<file path="src/rtl/is_pkg.sv">
// Shared IS-tile definitions: L1.5 transducer request/response encodings and
// the PTW responder state type.
package is_pkg;

   localparam logic [4:0] L15_RQTYPE_LOAD      = 5'b00000;
   localparam logic [4:0] L15_RQTYPE_STORE     = 5'b00001;
   localparam logic [4:0] L15_RQTYPE_INTERRUPT = 5'b01001;

   localparam logic [3:0] L15_RESTYPE_LOAD_RET = 4'b0000;
   localparam logic [3:0] L15_RESTYPE_ST_ACK   = 4'b0100;

   localparam logic [2:0] L15_SIZE_8B = 3'b011;

   typedef enum logic [1:0] {
      PTW_IDLE = 2'b00,
      PTW_REQ  = 2'b01,
      PTW_WAIT = 2'b10,
      PTW_RESP = 2'b11
   } ptw_rsp_state_e;

endpackage

</file>
<file path="src/rtl/is_bswap64.sv">
// Combinational byte reversal of a 64-bit word (little <-> big endian).
module is_bswap64 (
   input  logic [63:0] word,
   output logic [63:0] swapped
);

   always_comb begin
      swapped = '0;
      for (int i = 0; i < 8; i++) begin
         swapped[8*i +: 8] = word[8*(7-i) +: 8];
      end
   end

endmodule

</file>
<file path="src/rtl/is_ptw_l15_responder.sv">
// Bridges the IOMMU page-table-walker port to the L1.5 transducer, one request
// outstanding; failed or timed-out loads return an all-zero PTE.
module is_ptw_l15_responder
   import is_pkg::*;
#(
   parameter int unsigned PADDR_W        = 40,
   parameter int unsigned TIMEOUT_CYCLES = 1024,
   parameter bit          SWAP_ENDIAN    = 1'b1
) (
   input  logic               clk_i,
   input  logic               rst_ni,
   input  logic               mmu_val_i,
   input  logic               mmu_store_i,
   input  logic               mmu_interrupt_i,
   input  logic [PADDR_W-1:0] mmu_addr_i,
   input  logic [63:0]        mmu_data_i,
   output logic               mmu_ack_o,
   output logic               mmu_rvalid_o,
   output logic [63:0]        mmu_rdata_o,
   output logic               l15_val_o,
   output logic [4:0]         l15_rqtype_o,
   output logic [2:0]         l15_size_o,
   output logic [PADDR_W-1:0] l15_address_o,
   output logic [63:0]        l15_data_o,
   input  logic               l15_ack_i,
   input  logic               l15_resp_val_i,
   input  logic [3:0]         l15_resp_type_i,
   input  logic [63:0]        l15_resp_data0_i,
   input  logic [63:0]        l15_resp_data1_i,
   output logic               l15_resp_ack_o,
   output logic               busy_o,
   output logic               err_o
);

   localparam int unsigned CNT_W = (TIMEOUT_CYCLES == 0) ? 1 : $clog2(TIMEOUT_CYCLES + 1);

   ptw_rsp_state_e      state_q, state_d;
   logic [PADDR_W-1:3]  addr_q;
   logic [63:0]         data_q;
   logic                store_q;
   logic                intr_q;
   logic [63:0]         rdata_q, rdata_d;
   logic                rdata_load;
   logic                err_q, err_set;
   logic [CNT_W-1:0]    cnt_q;
   logic                cnt_clr, cnt_inc;
   logic                latch_req;
   logic                timeout_hit;
   logic [31:0]         cnt_next;
   logic [63:0]         req_swapped, resp_word, resp_swapped, req_data, resp_data;
   logic [4:0]          rqtype;
   logic                unused_addr_lsbs;

   // Request fields are dword-aligned, so the low address bits are dropped.
   assign unused_addr_lsbs = ^mmu_addr_i[2:0];

   is_bswap64 u_req_swap  (.word(data_q),    .swapped(req_swapped));
   is_bswap64 u_resp_swap (.word(resp_word), .swapped(resp_swapped));

   assign resp_word = addr_q[3] ? l15_resp_data1_i : l15_resp_data0_i;
   assign req_data  = SWAP_ENDIAN ? req_swapped  : data_q;
   assign resp_data = SWAP_ENDIAN ? resp_swapped : resp_word;
   assign rqtype    = intr_q ? L15_RQTYPE_INTERRUPT :
                      (store_q ? L15_RQTYPE_STORE : L15_RQTYPE_LOAD);

   // Fires on the wait cycle in which the counter would reach TIMEOUT_CYCLES-1.
   assign cnt_next    = 32'(cnt_q) + 32'd1;
   assign timeout_hit = (TIMEOUT_CYCLES != 0) && (cnt_next >= TIMEOUT_CYCLES - 1);

   always_comb begin
      state_d        = state_q;
      mmu_ack_o      = 1'b0;
      mmu_rvalid_o   = 1'b0;
      l15_val_o      = 1'b0;
      l15_resp_ack_o = 1'b0;
      err_set        = 1'b0;
      rdata_load     = 1'b0;
      rdata_d        = rdata_q;
      cnt_clr        = 1'b0;
      cnt_inc        = 1'b0;
      latch_req      = 1'b0;
      case (state_q)
         PTW_IDLE: begin
            // A response here is a leftover from a timeout or reset: drop it.
            l15_resp_ack_o = l15_resp_val_i;
            err_set        = l15_resp_val_i;
            if (mmu_val_i) begin
               latch_req = 1'b1;
               state_d   = PTW_REQ;
            end
         end
         PTW_REQ: begin
            l15_val_o = 1'b1;
            if (l15_ack_i) begin
               mmu_ack_o = 1'b1;
               cnt_clr   = 1'b1;
               state_d   = intr_q ? PTW_IDLE : PTW_WAIT;
            end
         end
         PTW_WAIT: begin
            l15_resp_ack_o = l15_resp_val_i;
            if (l15_resp_val_i) begin
               if (!store_q) begin
                  rdata_load = 1'b1;
                  err_set    = (l15_resp_type_i != L15_RESTYPE_LOAD_RET);
                  rdata_d    = err_set ? 64'd0 : resp_data;
                  state_d    = PTW_RESP;
               end else begin
                  err_set = (l15_resp_type_i != L15_RESTYPE_ST_ACK);
                  state_d = PTW_IDLE;
               end
            end else if (timeout_hit) begin
               err_set = 1'b1;
               if (!store_q) begin
                  rdata_load = 1'b1;
                  rdata_d    = 64'd0;
                  state_d    = PTW_RESP;
               end else begin
                  state_d = PTW_IDLE;
               end
            end else begin
               cnt_inc = 1'b1;
            end
         end
         PTW_RESP: begin
            mmu_rvalid_o = 1'b1;
            state_d      = PTW_IDLE;
         end
         default: state_d = PTW_IDLE;
      endcase
   end

   always_ff @(posedge clk_i or negedge rst_ni) begin
      if (!rst_ni) begin
         state_q <= PTW_IDLE;
         addr_q  <= '0;
         data_q  <= '0;
         store_q <= 1'b0;
         intr_q  <= 1'b0;
         rdata_q <= '0;
         err_q   <= 1'b0;
         cnt_q   <= '0;
      end else begin
         state_q <= state_d;
         if (latch_req) begin
            addr_q  <= mmu_addr_i[PADDR_W-1:3];
            data_q  <= mmu_data_i;
            store_q <= mmu_store_i;
            intr_q  <= mmu_interrupt_i;
         end
         if (rdata_load) rdata_q <= rdata_d;
         if (err_set)    err_q   <= 1'b1;
         if (cnt_clr) begin
            cnt_q <= '0;
         end else if (cnt_inc && (TIMEOUT_CYCLES != 0) && (cnt_q != '1)) begin
            cnt_q <= cnt_q + 1'b1;
         end
      end
   end

   assign mmu_rdata_o   = rdata_q;
   assign l15_rqtype_o  = l15_val_o ? rqtype : 5'd0;
   assign l15_size_o    = l15_val_o ? L15_SIZE_8B : 3'd0;
   assign l15_address_o = l15_val_o ? {addr_q, 3'b000} : '0;
   assign l15_data_o    = l15_val_o ? req_data : 64'd0;
   assign busy_o        = (state_q != PTW_IDLE);
   assign err_o         = err_q;

endmodule
</file>
<file path="config.mk">
export PLATFORM = sky130hd
export DESIGN_NAME = is_ptw_l15_responder
export DESIGN_NICKNAME = d
export VERILOG_FILES = /design/src/rtl/is_pkg.sv /design/src/rtl/is_bswap64.sv /design/src/rtl/is_ptw_l15_responder.sv
export SDC_FILE = /design/constraint.sdc
export NUM_CORES = 1
export LEC_CHECK = 0
export CORE_AREA = 3 3 165 167
export DETAILED_ROUTE_END_ITERATION = 8
export DIE_AREA = 0 0 168 170
export PLACE_DENSITY = 0.7
export SYNTH_ARGS = -nofsm -noshare
export SYNTH_HDL_FRONTEND = slang
export SYNTH_SLANG_ARGS = --single-unit
</file>
<file path="constraint.sdc">
create_clock -name clk_i -period 3.1 [get_ports clk_i]
set_input_delay 0.62 -clock clk_i [delete_from_list [all_inputs] [get_ports clk_i]]
set_output_delay 0.62 -clock clk_i [all_outputs]
set_load 0.01 [all_outputs]
</file>
== Word-level counts from Yosys, hierarchy flattened ==
Index checks and enable logic that the tools add are counted.

* Add/sub/neg operators: 2
* Magnitude comparators: 1
* Equal/unequal tests: 8
* Mux-type cells: 39
* Bitwise logic cells: 1
* Reductions and logical operators: 9

{| class="wikitable"
|+ Operators by type and width
! operator !! number
|-
| 2-to-1 mux 64 bit || 7
|-
| 2-to-1 mux 40 bit || 1
|-
| 2-to-1 mux 11 bit || 2
|-
| 2-to-1 mux 1 bit || 18
|-
| 2-to-1 mux 2 bit || 7
|-
| adder 11 x 1 -> 12 bit, second input constant || 1
|-
| greater-or-equal comparator 12 x 10 -> 1 bit, second input constant || 1
|-
| adder 11 x 1 -> 11 bit, second input constant || 1
|-
| inequality test 11 bit, second input constant || 1
|-
| 2-to-1 mux 4 bit || 2
|-
| one-hot mux 2 bit (4 select lines) || 1
|-
| nonzero test 2 bit || 3
|-
| equality test 2 bit, second input constant || 2
|-
| inequality test 2 bit, second input constant || 2
|-
| inequality test 4 x 3 -> 1 bit, second input constant || 1
|-
| AND reduction 4 bit || 1
|-
| nonzero test 4 bit || 1
|-
| inequality test 3 bit, second input constant || 1
|-
| AND reduction 3 bit || 1
|-
| equality test 2 x 1 -> 1 bit, second input constant || 1
|-
| logical NOT 2 bit || 1
|-
| one-hot mux 1 bit (2 select lines) || 1
|-
| OR reduction 2 bit || 1
|-
| logical AND 1 bit || 1
|-
| inverter 1 bit || 1
|}

* Register bits after elaboration: 181
* Bits of input ports: 243
* Logic and storage cells: 68

== Logic depth before layout (Yosys ltp) ==
Gate-level depths: netlist (run 1).

* Word-level depth: 8
* Depth in mapped cells: 10

== By module ==
From an unflattened synthesis (run 1), not the netlist that was laid out.

* Cell total of the unflattened synthesis: 925
* Area total of the unflattened synthesis: 10058.4 sq um

{| class="wikitable"
|+ Modules (own cells, without submodules)
! module !! times used !! cells each !! area an instance (sq um) !! seq. area each (sq um)
|-
| is_ptw_l15_responder || 1 || 797 || 9097.5 || 4529.3
|-
| is_bswap64 || 2 || 64 || 480.5 || 0.0
|}

== Worst setup path before layout (run 1) ==
No wires, ideal clock.

* Path kind: reg2reg
* Start point: register cnt_q[0]
* End point: register rdata_q[14], in the netlist mmu_rdata_o[14]
* Setup time: 125 ps
* Data arrival time: 2217 ps
* Data required time: 2975 ps
* Slack: 758 ps
* Cell stages (with the launch flop): 10
* Buffers on the path: 2
* Clock period less this slack: 2342 ps
* Cells stage by stage: dfrtp_1 -> ha_1 -> and3_1 -> nand3_2 -> nor2_1 -> mux2_2 -> o21ai_4 -> buf_12 -> buf_12 -> mux2_4

* Word-level cells in the longest chain between the ends: 6
* Elaborated cells on any way between the ends: 7
* Classes of those cells: add/sub: 1; order compare: 1; mux: 3; reduce/logical: 2

{| class="wikitable"
|+ Ends and longest elaborated chain
! item !! line !! text
|-
| from (decl) || is_ptw_l15_responder.sv:45 || <nowiki>logic [CNT_W-1:0] cnt_q;</nowiki>
|-
| from (signal assigned) || is_ptw_l15_responder.sv:156 || <nowiki>cnt_q <= cnt_q + 1'b1;</nowiki>
|-
| adder 11 x 1 -> 12 bit (*) || is_ptw_l15_responder.sv:67 || <nowiki>assign cnt_next = 32'(cnt_q) + 32'd1;</nowiki>
|-
| greater-or-equal comparator 12 x 10 -> 1 bit (*) || is_ptw_l15_responder.sv:68 || <nowiki>assign timeout_hit = (TIMEOUT_CYCLES != 0) && (cnt_next >= TIMEOUT_CYCLES - 1);</nowiki>
|-
| 2-to-1 mux 1 bit || is_ptw_l15_responder.sv:112 || <nowiki>end else if (timeout_hit) begin</nowiki>
|-
| 2-to-1 mux 1 bit || is_ptw_l15_responder.sv:102 || <nowiki>if (l15_resp_val_i) begin</nowiki>
|-
| 2-to-1 mux 1 bit || is_ptw_l15_responder.sv:82 || <nowiki>case (state_q)</nowiki>
|-
| AND reduction 4 bit (no source line) (*) || n/a ||
|-
| to (signal assigned) || is_ptw_l15_responder.sv:151 || <nowiki>if (rdata_load) rdata_q <= rdata_d;</nowiki>
|-
| to (decl) || is_ptw_l15_responder.sv:42 || <nowiki>logic [63:0] rdata_q, rdata_d;</nowiki>
|}

Mark *: on every way between the ends. The rest lies on a longest branch, timed or not.
A chain may end at the register's enable or synchronous reset.

== Worst setup path in the final report (run 1) ==
* Start point: register state_q[0]
* End point: output l15_data_o[50]

* Word-level cells in the longest chain between the ends: 3

{| class="wikitable"
|+ Ends and longest elaborated chain
! item !! line !! text
|-
| from (decl) || is_ptw_l15_responder.sv:37 || <nowiki>ptw_rsp_state_e state_q, state_d;</nowiki>
|-
| from (signal assigned) || is_ptw_l15_responder.sv:144 || <nowiki>state_q <= state_d;</nowiki>
|-
| equality test 2 x 1 -> 1 bit || is_ptw_l15_responder.sv:82 ||
|-
| 2-to-1 mux 1 bit || is_ptw_l15_responder.sv:82 ||
|-
| 2-to-1 mux 64 bit || is_ptw_l15_responder.sv:165 || <nowiki>assign l15_data_o = l15_val_o ? req_data : 64'd0;</nowiki>
|-
| to (decl) || is_ptw_l15_responder.sv:24 || <nowiki>output logic [63:0] l15_data_o,</nowiki>
|}

Every way passes these cells.

==> results of run 1 <==
-- logic make-up (layout without fill, tap and decap cells) --
group,Yosys count,in the layout,synth area share
muxes,236,236,0.303
and+or+nand+nor,220,220,0.129
DFF,181,181,0.497
buffers and inverters,63,471,0.0437
AOI/OAI and AO/OA,25,25,0.0222
adders and majority gates,2,2,0.00274
xor gates and xnor gates,2,2,0.00275
other,1,7,0.000411
-- cells in the mapped netlist (3+ instances only) --
master | instances | area (µm²)
dfrtp_1 | 181 | 4530
mux2_2 | 120 | 1350
and2_1 | 107 | 669
nor2_1 | 71 | 267
mux2i_1 | 67 | 671
mux2_4 | 49 | 736
clkbuf_1 | 24 | 90.1
nand2_1 | 14 | 52.6
buf_4 | 10 | 75.1
buf_2 | 9 | 45.0
buf_1 | 7 | 26.3
nor3_1 | 7 | 35.0
a221o_1 | 6 | 60.1
buf_12 | 6 | 120
inv_1 | 5 | 18.8
o21ai_0 | 4 | 20.0
a21oi_1 | 3 | 15.0
nand3_1 | 3 | 15.0
nor2b_1 | 3 | 18.8
o21a_1 | 3 | 22.5
o22ai_1 | 3 | 18.8
-- cell usage in the layout, fill, tap and decap left out, types with 6 or more instances in the layout --
| cell | n |
|---|---|
| a221o_1 | 6 |
| and2_1 | 106 |
| buf_12 | 8 |
| buf_4 | 12 |
| clkbuf_16 | 17 |
| clkdlybuf4s50_1 | 413 |
| conb_1 | 7 |
| dfrtp_1 | 180 |
| mux2_2 | 120 |
| mux2_4 | 49 |
| mux2i_1 | 67 |
| nand2_1 | 14 |
| nor2_1 | 71 |
| nor3_1 | 7 |
-- through the flow --
| stage | cells | hold WS [ps] | total power, mW |
|---|---|---|---|
| 2_1_floorplan | 736 | 324 | 6.18 |
| 3_3_place_gp | 1447 | 458 | 8.58 |
| 3_5_place_dp | 1447 | 460 | 8.64 |
| 4_1_cts | 1479 | 47.8 | 10.9 |
| 5_1_grt | 1479 | 52.1 | 11.4 |
| 6_report | 1479 | 55.4 | 10.8 |
-- worst paths after layout --
check	startpoint	end	slack, ps	cells past startpoint
max	state_q[0]$_DFFE_PN0P_	l15_data_o[50]	180	4
min	rst_ni	data_q[56]$_DFFE_PN0P_	60	1
max reg2reg	cnt_q[1]$_DFFE_PN0P_	mmu_rdata_o[4]$_DFFE_PN0P_	380	9
min reg2reg	err_o$_DFFE_PN0P_	err_o$_DFFE_PN0P_	470	2
max in group asynchronous	rst_ni	cnt_q[8]$_DFFE_PN0P_	2270	2
min in group clk_i	err_o$_DFFE_PN0P_	err_o$_DFFE_PN0P_	470	2
-- area by class of cell --
| cell class | count | area (µm²) | share of cell area |
|---|---|---|---|
| inverters | 5 | 18.8 | 0.00132 |
| flip-flops and latches | 181 | 4530 | 0.320 |
| repair buffers | 434 | 4400 | 0.310 |
| multi-input cells | 492 | 4220 | 0.298 |
| well taps | 335 | 419 | 0.0296 |
| clock buffers | 18 | 439 | 0.0310 |
| clock inverters | 14 | 155 | 0.0109 |
-- sequential cells by signal, summed over array words and instances, names as in the netlist --
signal	flops
addr_q	37
cnt_q	11
data_q	64
err_o	1
intr_q	1
mmu_rdata_o	64
state_q	2
store_q	1
-- where the power goes --
part	switching, mW	leakage [nW]	internal (mW)
Sequential	0.454	2.29	3.15
Combinational	1.99	3.63	2.95
Clock	1.04	0.295	1.17
-- critical path: cells and delay by family, from the launching register on --
family        cells  cell delay (ps)
flops             1              470
simple gates      2              490
buf+inv           2              880
-- layer usage --
| layer | GRT usage | routed length, µm | vias to the layer above |
|---|---|---|---|
| li1 | - | - | 3275 |
| met1 | 0.211 | 10600 | 3465 |
| met2 | 0.313 | 13500 | 254 |
| met3 | 0.0695 | 2530 | 22 |
| met4 | 0.0466 | 377 | 0 |
| met5 | 0 | 0 | - |
==> out/metrics.cfg, run 1 <==
[run_status]
status = finished clean

[clock_tree]
root_buffer = clkbuf_16
cts-buffers-inserted = 17
cts-hold-fix-buffers = 0
post_cts_buffers = 0
clk_path_buf_depth = 2
clock_latency_ps = 430
clock_sinks = 181
cts_htree_levels = 4
post_cts_resized = 0
cts_tree = done
path_clk_slew_ps = 80

[timing]
fmax_ghz = 0.342
slew_headroom = 0.675
slew_violations = 0
fin_crit_sh = 0.942
fin_ws_ps = 179
setup_viol = 0
fin_skew_ps = 20.1
rsz0062_at_grt = no
worst_pin_slew_ps = 481
tns_ps = 0
timing.final.hold_violations = 0
finalCriticalPeriod_ps = 2920

[critical_path]
cpPeakStageDelay_ps = 600
endpoint_kind = primary output
startpoint_type = register
worstPathArrival_ps = 2300
worstPathCellList = nor2b_4, buf_12, and2_1, clkdlybuf4s50_1
slowest_stage = clkdlybuf4s50_1
crit_path_max_fanout = 74
cp_data_required_time_ps = 2480
crit_type = reg -> out

[die]
die_w_um = 168
start_util = 0.352
num_rows = 59
dieArea_um2 = 28600
ios = 425
die_y_um = 170
core_um2 = 25900

[route]
avgRoutedWirePerCell_um = 18.2
wl_um = 27000
vias = 7016
drc = 0
drtPass1Iterations = 4
drtAntennaViolNets = 0
drt_iter0_drc = 299
via_per_inst = 4.74

[finish]
syn_to_final_growth_pct = 55.6
stdcell_area_um2 = 14200
fillers = 2247
layout.nets = 1376
drive_gt1_frac = 0.204
diodes = 0
fin_util = 0.547

[worst_hold_path]
hold_path.class = in -> async

[synth]
ys_seq_area_frac = 0.497
ys_types = 43
synth_seq_cells = 181
ys_async_sr_fraction = 1.00
synth-edff-count = 0
syn_avg_cell_area_um2 = 12.5
ys_warn_count = 0
syn_area_um2 = 9110
syn_inst = 730
synth_top_flop_cell = dfrtp_1

[place]
place_area_um2 = 13600
pre_cts_ws_ps = 397
hpwl_um = 20300
gp_congestion = 0.785
io_buffer_count = 414

[grt]
gr-usage-all-layers = 0.180
grt_first_pass_wirelength_um = 41200
grt_pass1_vias = 7387
grt_max_degree = 79
antenna_found_initial = 0
gr-total-overflow = 0

[power]
ir_drop_mv = 0.479
p_per_area_nw_per_um2 = 758
p_leak_nw = 6.21

[flow_run]
cap_violations = 0

Power figures use the tool's default switching activity.
==> run 2: changes to the inputs <==
- CORE_AREA: 3 3 165 167 -> 4 4 162 164
- DIE_AREA: 0 0 168 170 -> 0 0 166 168
- PLACE_DENSITY: 0.7 -> 0.73
==> out/metrics.cfg, run 2 (synthesis gave the netlist of run 1 again) <==
[timing]
fin_skew_ps = 13.0
slew_headroom = 0.582
rsz0062_at_grt = no
timing.final.hold_violations = 0
fmax_ghz = 0.358
setup_viol = 0
finalCriticalPeriod_ps = 2790
fin_crit_sh = 0.900
fin_ws_ps = 310
tns_ps = 0
worst_pin_slew_ps = 627
slew_violations = 0

[critical_path]
worstPathCellList = nor2b_4, buf_12, buf_4, buf_12, and2_1, clkdlybuf4s50_1
endpoint_kind = primary output
cp_data_required_time_ps = 2480
cpPeakStageDelay_ps = 590
slowest_stage = clkdlybuf4s50_1
startpoint_type = register
crit_type = reg -> out
rrSetupSlack_ps = 330
crit_path_max_fanout = 16
crit_top_cell = buf_12
worstPathArrival_ps = 2170

[power]
ir_drop_mv = 0.459
p_leak_nw = 6.25
p_total_mw = 10.9
p_per_area_nw_per_um2 = 764

[route]
drc = 0
vias = 6987
drtPass1Iterations = 4
drtAntennaViolNets = 0
avgRoutedWirePerCell_um = 18.4
wl_um = 27200
via_per_inst = 4.72
drt_iter0_drc = 282

[clock_tree]
post_cts_buffers = 0
clk_path_buf_depth = 2
cts_htree_levels = 4
root_buffer = clkbuf_16
clock_sinks = 181
cts_tree = done
cts-buffers-inserted = 17
cts-hold-fix-buffers = 0
post_cts_resized = 0
path_clk_slew_ps = 80
clock_latency_ps = 420

[finish]
layout.nets = 1381
multi_input_area_um2 = 4220
final_common_cell = clkdlybuf4s50_1
final_cell_mix = clkdlybuf4s50_1, dfrtp_1, mux2_2
drive_gt1_frac = 0.207
seq_area_um2 = 4530
fillers = 2074
syn_to_final_growth_pct = 56.4

[die]
start_util = 0.366
dieArea_um2 = 27900
num_rows = 58
die_w_um = 166
core_um2 = 24900
die_y_um = 168
ios = 425

[grt]
grt_max_degree = 105
antenna_found_initial = 0
grt_first_pass_wirelength_um = 42200
grt_pass1_vias = 7485
gr-total-overflow = 0
gr-usage-all-layers = 0.190

[run_status]
status = finished clean

[place]
pre_cts_ws_ps = 336
io_buffer_count = 414
gp_congestion = 0.834
hpwl_um = 20600

[flow_run]
cap_violations = 0

[worst_hold_path]
hold_path.class = in -> async

==> run 2: layout make-up <==
cell class                 instances  share of cell area
tap                              330              0.0290
sequential                       181               0.318
inverter                           5             0.00132
antenna                            1            0.000175
timing repair buffer             439               0.314
clock inverter                    14              0.0112
clock buffer                      18              0.0308
multi-input combinational        492               0.296
==> run 2: critical path: cells and delay by family, from the launching register on <==
kind / cells / cell delay (ps)
buffers and inverters: 4 / 980
DFF: 1 / 430
and+or+nand+nor: 2 / 310
==> run 2: final timing paths <==
check / from / to / cells past startpoint
min in group clk_i: err_o$_DFFE_PN0P_ / err_o$_DFFE_PN0P_ / 2
max: state_q[0]$_DFFE_PN0P_ / l15_data_o[2] / 6
max in group asynchronous: rst_ni / cnt_q[4]$_DFFE_PN0P_ / 2
min: rst_ni / addr_q[13]$_DFFE_PN0P_ / 1
max reg2reg: cnt_q[1]$_DFFE_PN0P_ / mmu_rdata_o[63]$_DFFE_PN0P_ / 9
min reg2reg: err_o$_DFFE_PN0P_ / err_o$_DFFE_PN0P_ / 2
==> run 2: power breakdown <==
group	total, mW	internal (mW)	leakage (nW)	switching, mW
clock	2.22	1.17	0.296	1.05
sequential	3.58	3.15	2.29	0.429
combinational	5.10	3.06	3.67	2.04
total	10.9	7.38	6.25	3.52
==> run 2: metal layers <==
| metal | routed length, µm | global-route usage |
|---|---|---|
| met1 | 10500 | 0.220 |
| met2 | 13500 | 0.321 |
| met3 | 2760 | 0.0857 |
| met4 | 517 | 0.0520 |
| met5 | 0 | 0 |
==> run 2: stage by stage <==
step	hold slack (ps)	cells	util	area [µm²]
3_5_place_dp	462	1445	0.548	13600
6_report	77.6	1480	0.573	14300
2_1_floorplan	324	736	-	9140
3_3_place_gp	459	1445	0.548	13600
5_1_grt	79.7	1479	0.573	14300
4_1_cts	79.9	1477	0.572	14200
